[config.mk]
export PLATFORM = sky130hd
export DESIGN_NAME = fx_add_arbiter_flat
export DESIGN_NICKNAME = d
export VERILOG_FILES = /design/src/rtl/fx_add_arbiter_if.sv /design/src/rtl/fx_add_arbiter.sv /design/src/flat_wrapper.sv
export SDC_FILE = /design/constraint.sdc
export NUM_CORES = 1
export LEC_CHECK = 0
export CORE_ASPECT_RATIO = 0.5
export CORE_MARGIN = 2
export CORE_UTILIZATION = 37
export CTS_CLUSTER_DIAMETER = 120
export DETAILED_ROUTE_END_ITERATION = 8
export PLACE_DENSITY = 0.79
export SLEW_MARGIN = 20
export SYNTH_ARGS = -nofsm -noshare
export SYNTH_HDL_FRONTEND = slang
export SYNTH_SLANG_ARGS = --single-unit
[constraint.sdc]
create_clock -name clk -period 4.7 [get_ports clk]
set_input_delay 0.94 -clock clk [delete_from_list [all_inputs] [get_ports clk]]
set_output_delay 0.94 -clock clk [all_outputs]
set_load 0.05 [all_outputs]
[src/rtl/fx_add_arbiter_if.sv]
// Request/response bundle between the per-channel engines and the shared
// fixed-point adder arbiter.
interface fx_add_arbiter_if #(
    parameter int unsigned NREQ = 4,
    parameter int unsigned IW   = 2,
    parameter int unsigned FW   = 14
);
    localparam int unsigned W   = IW + FW;
    localparam int unsigned IDW = $clog2(NREQ);

    logic [NREQ-1:0]   req_valid;
    logic [NREQ*W-1:0] req_a;
    logic [NREQ*W-1:0] req_b;
    logic [NREQ-1:0]   req_ready;
    logic              rsp_valid;
    logic              rsp_ready;
    logic [IDW-1:0]    rsp_id;
    logic [W-1:0]      rsp_sum;
    logic              rsp_ovf;
    logic              rsp_unf;

    // Requesters plus result consumer
    modport master (
        output req_valid, req_a, req_b, rsp_ready,
        input  req_ready, rsp_valid, rsp_id, rsp_sum, rsp_ovf, rsp_unf
    );

    // Arbiter / adder
    modport slave (
        input  req_valid, req_a, req_b, rsp_ready,
        output req_ready, rsp_valid, rsp_id, rsp_sum, rsp_ovf, rsp_unf
    );
endinterface

[src/rtl/fx_add_arbiter.sv]
// Round-robin arbiter sharing one saturating signed Qi.f adder among NREQ
// requesters; single-entry registered result with valid/ready and a sat counter.
module fx_add_arbiter #(
    parameter int unsigned NREQ = 4,
    parameter int unsigned IW   = 2,
    parameter int unsigned FW   = 14,
    parameter int unsigned CNTW = 16
) (
    input  logic                clk,
    input  logic                rst,
    fx_add_arbiter_if.slave     bus,
    input  logic                sat_clr,
    output logic [CNTW-1:0]     sat_cnt
);
    localparam int unsigned W   = IW + FW;
    localparam int unsigned IDW = $clog2(NREQ);
    localparam int unsigned PW  = IDW + 1;

    typedef enum logic {
        IDLE = 1'b0,
        FULL = 1'b1
    } state_t;

    state_t         state;
    state_t         state_nxt;
    logic [IDW-1:0] rr_ptr;
    logic [IDW-1:0] rr_nxt;
    logic [IDW-1:0] grant_idx;
    logic           grant_found;
    logic [PW-1:0]  scan_idx;
    logic           can_accept_c;
    logic           accept_c;
    logic [W-1:0]   a_sel;
    logic [W-1:0]   b_sel;
    logic [W:0]     sum_raw;
    logic [W-1:0]   sum_sat;
    logic           ovf_c;
    logic           unf_c;

    // Round-robin search from rr_ptr upward, wrapping at NREQ
    always_comb begin
        grant_found = 1'b0;
        grant_idx   = '0;
        scan_idx    = '0;
        for (int unsigned i = 0; i < NREQ; i++) begin
            scan_idx = PW'(rr_ptr) + PW'(i);
            if (scan_idx >= PW'(NREQ)) begin
                scan_idx = scan_idx - PW'(NREQ);
            end
            if (!grant_found && bus.req_valid[scan_idx[IDW-1:0]]) begin
                grant_found = 1'b1;
                grant_idx   = scan_idx[IDW-1:0];
            end
        end
    end

    // The slot frees up this cycle if empty or being drained downstream
    always_comb begin
        can_accept_c = !rst && ((state == IDLE) || bus.rsp_ready);
        accept_c     = can_accept_c && grant_found;
    end

    always_comb begin
        bus.req_ready = '0;
        if (accept_c) begin
            bus.req_ready[grant_idx] = 1'b1;
        end
    end

    // Operand mux for the granted requester
    always_comb begin
        a_sel = '0;
        b_sel = '0;
        for (int unsigned k = 0; k < NREQ; k++) begin
            if (grant_idx == IDW'(k)) begin
                a_sel = bus.req_a[k*W +: W];
                b_sel = bus.req_b[k*W +: W];
            end
        end
    end

    // W+1-bit sum; the top two bits disagree exactly when the result is out of range
    always_comb begin
        sum_raw = {a_sel[W-1], a_sel} + {b_sel[W-1], b_sel};
        ovf_c   = !sum_raw[W] &&  sum_raw[W-1];
        unf_c   =  sum_raw[W] && !sum_raw[W-1];
        if (ovf_c) begin
            sum_sat = {1'b0, {(W-1){1'b1}}};
        end else if (unf_c) begin
            sum_sat = {1'b1, {(W-1){1'b0}}};
        end else begin
            sum_sat = sum_raw[W-1:0];
        end
    end

    // Next-state logic for the single-entry result slot
    always_comb begin
        state_nxt = state;
        rr_nxt    = rr_ptr;
        case (state)
            IDLE: begin
                if (accept_c) begin
                    state_nxt = FULL;
                end
            end
            FULL: begin
                if (bus.rsp_ready && !accept_c) begin
                    state_nxt = IDLE;
                end
            end
            default: state_nxt = IDLE;
        endcase
        if (accept_c) begin
            rr_nxt = (grant_idx == IDW'(NREQ - 1)) ? '0 : grant_idx + IDW'(1);
        end
    end

    always_ff @(posedge clk or posedge rst) begin
        if (rst) begin
            state  <= IDLE;
            rr_ptr <= '0;
        end else begin
            state  <= state_nxt;
            rr_ptr <= rr_nxt;
        end
    end

    // Result register; only loads on accept so a stalled result stays put
    always_ff @(posedge clk or posedge rst) begin
        if (rst) begin
            bus.rsp_valid <= 1'b0;
            bus.rsp_id    <= '0;
            bus.rsp_sum   <= '0;
            bus.rsp_ovf   <= 1'b0;
            bus.rsp_unf   <= 1'b0;
        end else begin
            bus.rsp_valid <= (state_nxt == FULL);
            if (accept_c) begin
                bus.rsp_id  <= grant_idx;
                bus.rsp_sum <= sum_sat;
                bus.rsp_ovf <= ovf_c;
                bus.rsp_unf <= unf_c;
            end
        end
    end

    // Saturation-event counter; clear wins over a same-cycle event
    always_ff @(posedge clk or posedge rst) begin
        if (rst) begin
            sat_cnt <= '0;
        end else if (sat_clr) begin
            sat_cnt <= '0;
        end else if (accept_c && (ovf_c || unf_c) && (sat_cnt != {CNTW{1'b1}})) begin
            sat_cnt <= sat_cnt + CNTW'(1);
        end
    end

endmodule

[src/flat_wrapper.sv]
// flat-port wrapper written by rule: the top's interface ports become plain ports
module fx_add_arbiter_flat 
#(
    parameter int unsigned NREQ = 4,
    parameter int unsigned IW   = 2,
    parameter int unsigned FW   = 14,
    parameter int unsigned CNTW = 16
)
  (clk, rst, sat_clr, sat_cnt, bus_req_valid, bus_req_a, bus_req_b, bus_rsp_ready, bus_req_ready, bus_rsp_valid, bus_rsp_id, bus_rsp_sum, bus_rsp_ovf, bus_rsp_unf);
  fx_add_arbiter_if #(.NREQ(NREQ), .IW(IW), .FW(FW)) bus_i ();
  input  logic clk;
  input  logic rst;
  input  logic sat_clr;
  output logic [CNTW-1:0] sat_cnt;
  input wire logic [$bits(bus_i.req_valid)-1:0] bus_req_valid;
  input wire logic [$bits(bus_i.req_a)-1:0] bus_req_a;
  input wire logic [$bits(bus_i.req_b)-1:0] bus_req_b;
  input wire logic [$bits(bus_i.rsp_ready)-1:0] bus_rsp_ready;
  output wire logic [$bits(bus_i.req_ready)-1:0] bus_req_ready;
  output wire logic [$bits(bus_i.rsp_valid)-1:0] bus_rsp_valid;
  output wire logic [$bits(bus_i.rsp_id)-1:0] bus_rsp_id;
  output wire logic [$bits(bus_i.rsp_sum)-1:0] bus_rsp_sum;
  output wire logic [$bits(bus_i.rsp_ovf)-1:0] bus_rsp_ovf;
  output wire logic [$bits(bus_i.rsp_unf)-1:0] bus_rsp_unf;
  assign bus_i.req_valid = bus_req_valid;
  assign bus_i.req_a = bus_req_a;
  assign bus_i.req_b = bus_req_b;
  assign bus_i.rsp_ready = bus_rsp_ready;
  assign bus_req_ready = bus_i.req_ready;
  assign bus_rsp_valid = bus_i.rsp_valid;
  assign bus_rsp_id = bus_i.rsp_id;
  assign bus_rsp_sum = bus_i.rsp_sum;
  assign bus_rsp_ovf = bus_i.rsp_ovf;
  assign bus_rsp_unf = bus_i.rsp_unf;
  fx_add_arbiter #(.NREQ(NREQ), .IW(IW), .FW(FW), .CNTW(CNTW)) u_core (.clk(clk), .rst(rst), .bus(bus_i), .sat_clr(sat_clr), .sat_cnt(sat_cnt));
endmodule
==> reports/results.txt, run 1 <==
# diodes: 0
PnR worst setup slack: -0.483 ns
Slew Limit Fails: 0
Post-synth EDFFs: 0
CP endpoint kind: flip-flop
Count of different cell masters after synthesis: 48
Levels on crit path: 29
Min Hold Slack: 0.488 ns
Commonest non-fill, non-tap cell in the layout: clkdlybuf4s50_1
# hold bufs at CTS: 0
Largest net degree at the start of global routing: 42
Via density: 5.21
CTS Buf Count: 5
Critical-path top delay cell: fa_2
Min cycle time layout: 5.18 ns
Sequential-to-total area share from yosys stat: 27.4%
Worst-path clk slew: 0.06 ns
DRC violations left: 0
Setup TNS: -10.32 ns
Yosys top cell area share: 27.4%
Crit path buf inv count: 4
Reg2reg path depth: 27
Starting density of the core: 37.9%
Worst skew pair latency: 0.29 ns
CP Launch Type: input port
Vias: 4580
Slew margin rel.: 44.8%
CP max stage delay: 0.38 ns
Crit path kind: in -> reg
Crit path max fanout: 6
Clock tree buffer depth: 2
Worst setup path start: bus_req_valid[0]
Fill count: 680
Hold Startpoint: u_core.bus.rsp_ovf
WL/cell: 16.0 um
Final core utilization: 72.6%
Die X-Extent: 143 um
Initial antenna violation count: 0
Die area: 0.0105 mm2
Synthesis-to-layout area growth: 91.6%
Yosys reg bits: 39
Final number of hold-violating endpoints: 0
Dpl hpwl: 10200 um
Gpl congestion: 0.908
Cell area after synthesis: 0.00357 mm2
Period utilisation layout: 110%
Worst vdd ir: 0.386 mV
Ys Warns: 0
Leak Pwr: 2.88 nW
WL final: 14100 um
Clk root buf: clkbuf_16
Non-filler cells, final: 879
Crit path DAT: 5.33 ns
Worst EP required: 4.84 ns
Synth Flop Type: dfrtp_1
Worst Setup EP: u_core.sat_cnt[7]
Max Cap Violations: 0
Worst Skew: 0.00541 ns
Reg-to-reg endpoint: u_core.sat_cnt[7]
Die height: 73.4 um
Antenna-violating nets left: 0
Core Area: 0.00942 mm2
Worst r2r src: u_core.rr_ptr[0]
Achievable Freq: 193 MHz
Area leader, netlist: dfrtp_1
Iter 0 DRT Violations: 290
RSZ-0062 raised after global routing: true
Sink Count: 39
CTS tree: yes
Reg2reg setup slack: -0.23 ns
Top cells by area, synth: dfrtp_1, a21oi_1, ha_1, nand2_1, nor2_1
First drt pass iteration count: 5
Std-Cell Rows: 25
Worst Max-Slew Pin Slew: 0.828 ns
Avg Cell Area, Syn: 7.10 um2
Layout Nets: 903
Layout cells sized above 1: 25.4%
Status: finished, violations left
Crit-path leading delay family: compound AO/OA/AOI/OAI gates
Final global-route overflow total: 0
Overall power: 4.81 mW
Number of global-route vias before repair: 4339
P per Cell Area: 705 mW/mm2
HP Class: reg -> reg
Placed Cells: 845
Post-synthesis instance total: 502
Syn Nets: 662
H-tree depth reported by CTS: 2
CP dominant cell by count: nand2_2
Port buffer count: 176
Violated checks: setup timing
Final setup viols: 32
Commonest non-fill, non-tap cells in the layout: clkdlybuf4s50_1, buf_4, nand2_1
Total GRT Usage: 25.4%
First-pass GRT wire length: 21100 um
Ys async rst share: 100%
Io pins: 177
[cells in the mapped netlist (2+ instances only)]
master and count:
a21o_1 9, a21oi_1 62, a22oi_1 24, a31oi_1 3
and2_1 4, and3_1 2, buf_1 4, clkbuf_1 27
dfrtp_1 39, ha_1 23, inv_1 10, mux2i_1 3
nand2_1 75, nand2b_1 6, nand3_1 10, nand4_1 7
nor2_1 74, nor2b_1 4, nor3_1 5, o211ai_1 3
o21a_1 6, o21ai_0 50, o22ai_1 4, o31ai_1 2
or3_1 3, xnor2_1 14, xor2_1 8
[stage by stage]
stage | setup WS (ns) | area (um2)
2_1_floorplan | -0.465 | 3690
5_1_grt | -0.816 | 6830
3_5_place_dp | -1.45 | 6060
6_report | -0.483 | 6830
3_3_place_gp | -1.17 | 6060
4_1_cts | -0.319 | 6600
[kinds of logic after synthesis]
logic type / after synthesis / share of synthesized area, %
and+or+nand+nor: 201 / 25.2
AOI/OAI and AO/OA: 170 / 28.0
buffers and inverters: 43 / 4.56
DFF: 39 / 27.4
adders and majority gates: 24 / 8.63
xor gates and xnor gates: 22 / 5.40
muxes: 3 / 0.842
[repair_timing]
item / 4_1_cts / 5_1_grt
setup endpoints to repair: 34 / 32
pin swaps: 32 / 46
cloned: 2 / 0
endpoints found under the hold margin: 0 / 0
gates resized for setup: 78 / 38
setup buffers: 11 / 16
[worst min path at each step]
stage                            end  slack, ns  cells past startpoint
3_5_place_dp   u_core.bus.rsp_sum[5]       0.47                      2
6_report          u_core.bus.rsp_ovf       0.49                      2
2_1_floorplan       u_core.rr_ptr[1]       0.54                      2
4_1_cts         u_core.bus.rsp_id[0]       0.48                      2
5_1_grt         u_core.bus.rsp_id[0]       0.51                      2
3_3_place_gp   u_core.bus.rsp_sum[5]       0.46                      2
[worst min-delay path, stage by stage (launching register included)]
cell and delay (ns):
dfrtp_1 0.35, nand2_1 0.05, nand2_1 0.05
[power by group]
group	internal, mW	total (mW)	switching [mW]	leakage, nW
Combinational	1.90	3.92	2.02	2.30
Clock	0.250	0.389	0.139	0.0838
Sequential	0.432	0.500	0.0682	0.491
[state kept, by name, indices dropped and copies added (netlist names)]
signal,count
u_core.sat_cnt,16
u_core.rr_ptr,2
u_core.state,1
u_core.bus.rsp_sum,16
u_core.bus.rsp_unf,1
u_core.bus.rsp_ovf,1
u_core.bus.rsp_id,2
[cell type report]
class | instances | area [um2] | area share [%]
Multi-Input combinational cell | 420 | 2830 | 41.4
Timing Repair Buffer | 266 | 2620 | 38.4
Sequential cell | 39 | 976 | 14.3
Tap cell | 135 | 169 | 2.47
Clock buffer | 5 | 125 | 1.83
Inverter | 11 | 66.3 | 0.971
Clock inverter | 3 | 43.8 | 0.641
[metal layers]
metal	vias to the layer above	share of wire (%)	track usage, %
met2	167	49	43.4
met1	2140	43	33.8
met5	-	0	0
met3	23	5.6	3.78
li1	2250	-	-
met4	0	2.0	7.92
Note: power is estimated with default switching activity, not from simulation.
==> run 2, diff against run 1 <==
--- a/config.mk
+++ b/config.mk
@@ -5,11 +5,11 @@
 export SDC_FILE = /design/constraint.sdc
 export NUM_CORES = 1
 export LEC_CHECK = 0
-export CORE_ASPECT_RATIO = 0.5
-export CORE_MARGIN = 2
+export CORE_MARGIN = 5
 export CORE_UTILIZATION = 37
 export CTS_CLUSTER_DIAMETER = 120
 export DETAILED_ROUTE_END_ITERATION = 8
+export MAX_ROUTING_LAYER = met4
 export PLACE_DENSITY = 0.79
 export SLEW_MARGIN = 20
 export SYNTH_ARGS = -nofsm -noshare
==> run 2 against run 1 <==
The run still ends with setup timing left; wire length grew 4.7%; die area up 12%; first-iteration DRC count is 27% lower; critical path type unchanged; critical endpoint is now u_core.sat_cnt[10]; largest power group unchanged.
==> reports/results.txt, run 2 (synthesis gave the netlist of run 1 again) <==
CP Launch Type: input port (unchanged)
Vias: 4701 (was 4580)
Layout Nets: 916 (was 903)
Largest net degree at the start of global routing: 42 (unchanged)
First drt pass iteration count: 8 (was 5)
Worst Max-Slew Pin Slew: 0.983 ns (was 0.828 ns)
Dpl hpwl: 10800 um (was 10200 um)
DRC violations left: 0 (unchanged)
Final global-route overflow total: 0 (unchanged)
CTS Buf Count: 5 (unchanged)
Final setup viols: 32 (unchanged)
Critical-path top delay cell: ha_1 (was fa_2)
Reg2reg path depth: 27 (unchanged)
Slew Limit Fails: 0 (unchanged)
Die area: 0.0117 mm2 (was 0.0105 mm2)
P per Cell Area: 675 mW/mm2 (was 705 mW/mm2)
Hold Path Sink: u_core.bus.rsp_sum[5] (was u_core.bus.rsp_ovf)
Via density: 5.31 (was 5.21)
# hold bufs at CTS: 0 (unchanged)
CP dominant cell by count: a21oi_2 (was nand2_2)
Non-filler cells, final: 886 (was 879)
Port buffer count: 176 (unchanged)
Status: finished, violations left (unchanged)
Biggest regs: u_core.bus.rsp_sum: 16 flops, u_core.sat_cnt: 16 flops (unchanged)
Crit path kind: in -> reg (unchanged)
CP endpoint kind: flip-flop (unchanged)
Fill count: 700 (was 680)
Die height: 108 um (was 73.4 um)
Worst vdd ir: 0.327 mV (was 0.386 mV)
Worst r2r src: u_core.rr_ptr[0] (unchanged)
Die X-Extent: 108 um (was 143 um)
Crit path buf inv count: 6 (was 4)
WL/cell: 16.6 um (was 16.0 um)
Area of the multi-input gates: 0.00282 mm2 (was 0.00283 mm2)
Slew margin rel.: 34.5% (was 44.8%)
WL final: 14700 um (was 14100 um)
Crit path max fanout: 6 (unchanged)
Worst skew pair latency: 0.30 ns (was 0.29 ns)
Min cycle time layout: 5.24 ns (was 5.18 ns)
FF/Latch Area: 976 um2 (unchanged)
First-pass GRT wire length: 22400 um (was 21100 um)
Hold Startpoint: u_core.bus.rsp_sum[5] (was u_core.bus.rsp_ovf)
Placed Cells: 845 (unchanged)
Leak Pwr: 2.91 nW (was 2.88 nW)
Hold depth: 2 (unchanged)
Sink Count: 39 (unchanged)
Iter 0 DRT Violations: 211 (was 290)
Worst Skew: 0.00890 ns (was 0.00541 ns)
Achievable Freq: 191 MHz (was 193 MHz)
Reg2reg setup slack: -0.28 ns (was -0.23 ns)
RSZ-0062 raised after global routing: true (unchanged)
Number of global-route vias before repair: 4901 (was 4339)
Overall power: 4.64 mW (was 4.81 mW)
Max Cap Violations: 0 (unchanged)
Commonest non-fill, non-tap cell in the layout: clkdlybuf4s50_1 (unchanged)
Worst EP required: 4.92 ns (was 4.84 ns)
HP Class: reg -> reg (unchanged)
Clk root buf: clkbuf_8 (was clkbuf_16)
Violated checks: setup timing (unchanged)
Synthesis-to-layout area growth: 92.7% (was 91.6%)
Clock tree buffer depth: 2 (unchanged)
Gpl congestion: 0.984 (was 0.908)
Total GRT Usage: 24.7% (was 25.4%)
Period utilisation layout: 112% (was 110%)
CTS tree: yes (unchanged)
Initial antenna violation count: 0 (unchanged)
Std-Cell Rows: 35 (was 25)
Final number of hold-violating endpoints: 0 (unchanged)
Worst-path clk slew: 0.08 ns (was 0.06 ns)
# diodes: 0 (unchanged)
Final core utilization: 73.7% (was 72.6%)
Antenna-violating nets left: 0 (unchanged)
Crit path DAT: 5.46 ns (was 5.33 ns)
Io pins: 177 (unchanged)
Commonest non-fill, non-tap cells in the layout: clkdlybuf4s50_1, buf_4, nand2_1 (unchanged)
H-tree depth reported by CTS: 2 (unchanged)
Core Area: 0.00933 mm2 (was 0.00942 mm2)
Layout cells sized above 1: 26.3% (was 25.4%)
Crit-path leading delay family: compound AO/OA/AOI/OAI gates (unchanged)
CP max stage delay: 0.36 ns (was 0.38 ns)
Reg-to-reg endpoint: u_core.sat_cnt[10] (was u_core.sat_cnt[7])
PnR worst setup slack: -0.544 ns (was -0.483 ns)
Starting density of the core: 38.2% (was 37.9%)
[run 2: cell types whose count changed in the layout (fill, tap and decap cells not counted), moves of 5 or more]
cell,delta
buf_4,+13
o21ai_0,-10
o21ai_1,+9
clkbuf_8,+7
a21oi_1,+5
nor2_4,+5
[run 2: timing repair]
action,4_1_cts,5_1_grt
buffers inserted,21,10
pin swaps,43,32
setup endpoints to repair,34,33
gates resized for setup,80,47
gates cloned,3,1
[run 2: routing by layer]
metal	vias to the layer above	routed length [um]	GRT usage, %
li1	2270	-	-
met1	2193	5390	25.1
met2	194	8010	47.3
met3	44	827	4.18
met4	0	512	8.66
met5	-	0	-
[run 2: worst max path at each step]
| stage | to | depth (start not counted) | start |
|---|---|---|---|
| finish | u_core.sat_cnt[10] | 29 | bus_req_valid[0] |
| global route | u_core.sat_cnt[10] | 30 | bus_req_valid[0] |
| CTS | u_core.sat_cnt[11] | 29 | bus_req_valid[0] |
| detailed placement | u_core.sat_cnt[11] | 26 | bus_req_valid[0] |
| global placement | u_core.sat_cnt[11] | 28 | bus_req_valid[0] |
| floorplan | u_core.sat_cnt[11] | 30 | bus_req_valid[0] |
[run 2: area by class of cell]
type / count / share of cell area, %
multi-input cells: 420 / 41.0
flip-flops and latches: 39 / 14.2
inverters: 11 / 0.965
clock inverters: 1 / 0.109
clock buffers: 7 / 1.40
repair buffers: 279 / 39.9
well taps: 129 / 2.35
[run 2: report_power, final]
part	switching (mW)	total, mW	internal [mW]	leakage (nW)
clock	0.125	0.259	0.134	0.0505
combinational	2.00	3.89	1.90	2.37
sequential	0.0587	0.490	0.431	0.491
[run 2: worst reg2reg max path, stage by stage (launching register included)]
cell and delay [ns]:
dfrtp_1 0.48, nor2_4 0.08, a21oi_2 0.13, o22ai_2 0.08, a21oi_2 0.17, inv_2 0.08, ha_4 0.17, nor2b_4 0.14
buf_12 0.13, buf_16 0.13, a22oi_1 0.14, nor2_1 0.05, a21oi_1 0.22, o21ai_0 0.14, ha_1 0.36, a21o_1 0.15
nand3_1 0.08, nand2_1 0.14, o21ai_2 0.10, a21oi_2 0.21, mux2i_1 0.28, o211ai_1 0.15, ha_2 0.35, buf_6 0.13
nor3_4 0.20, nand2_2 0.12, or3_1 0.37, a21oi_1 0.14
[run 2: metrics by stage]
step                setup slack [ns]  instance area, um2  TNS, ns  hold WS (ns)
floorplan                     -0.465                3690    -4.67         0.544
global placement               -1.19                6050   -31.05         0.456
detailed placement             -1.42                6050   -37.21         0.462
CTS                           -0.411                6610    -7.61         0.490
global route                  -0.779                6870   -18.13         0.514
finish                        -0.544                6870   -10.92         0.478
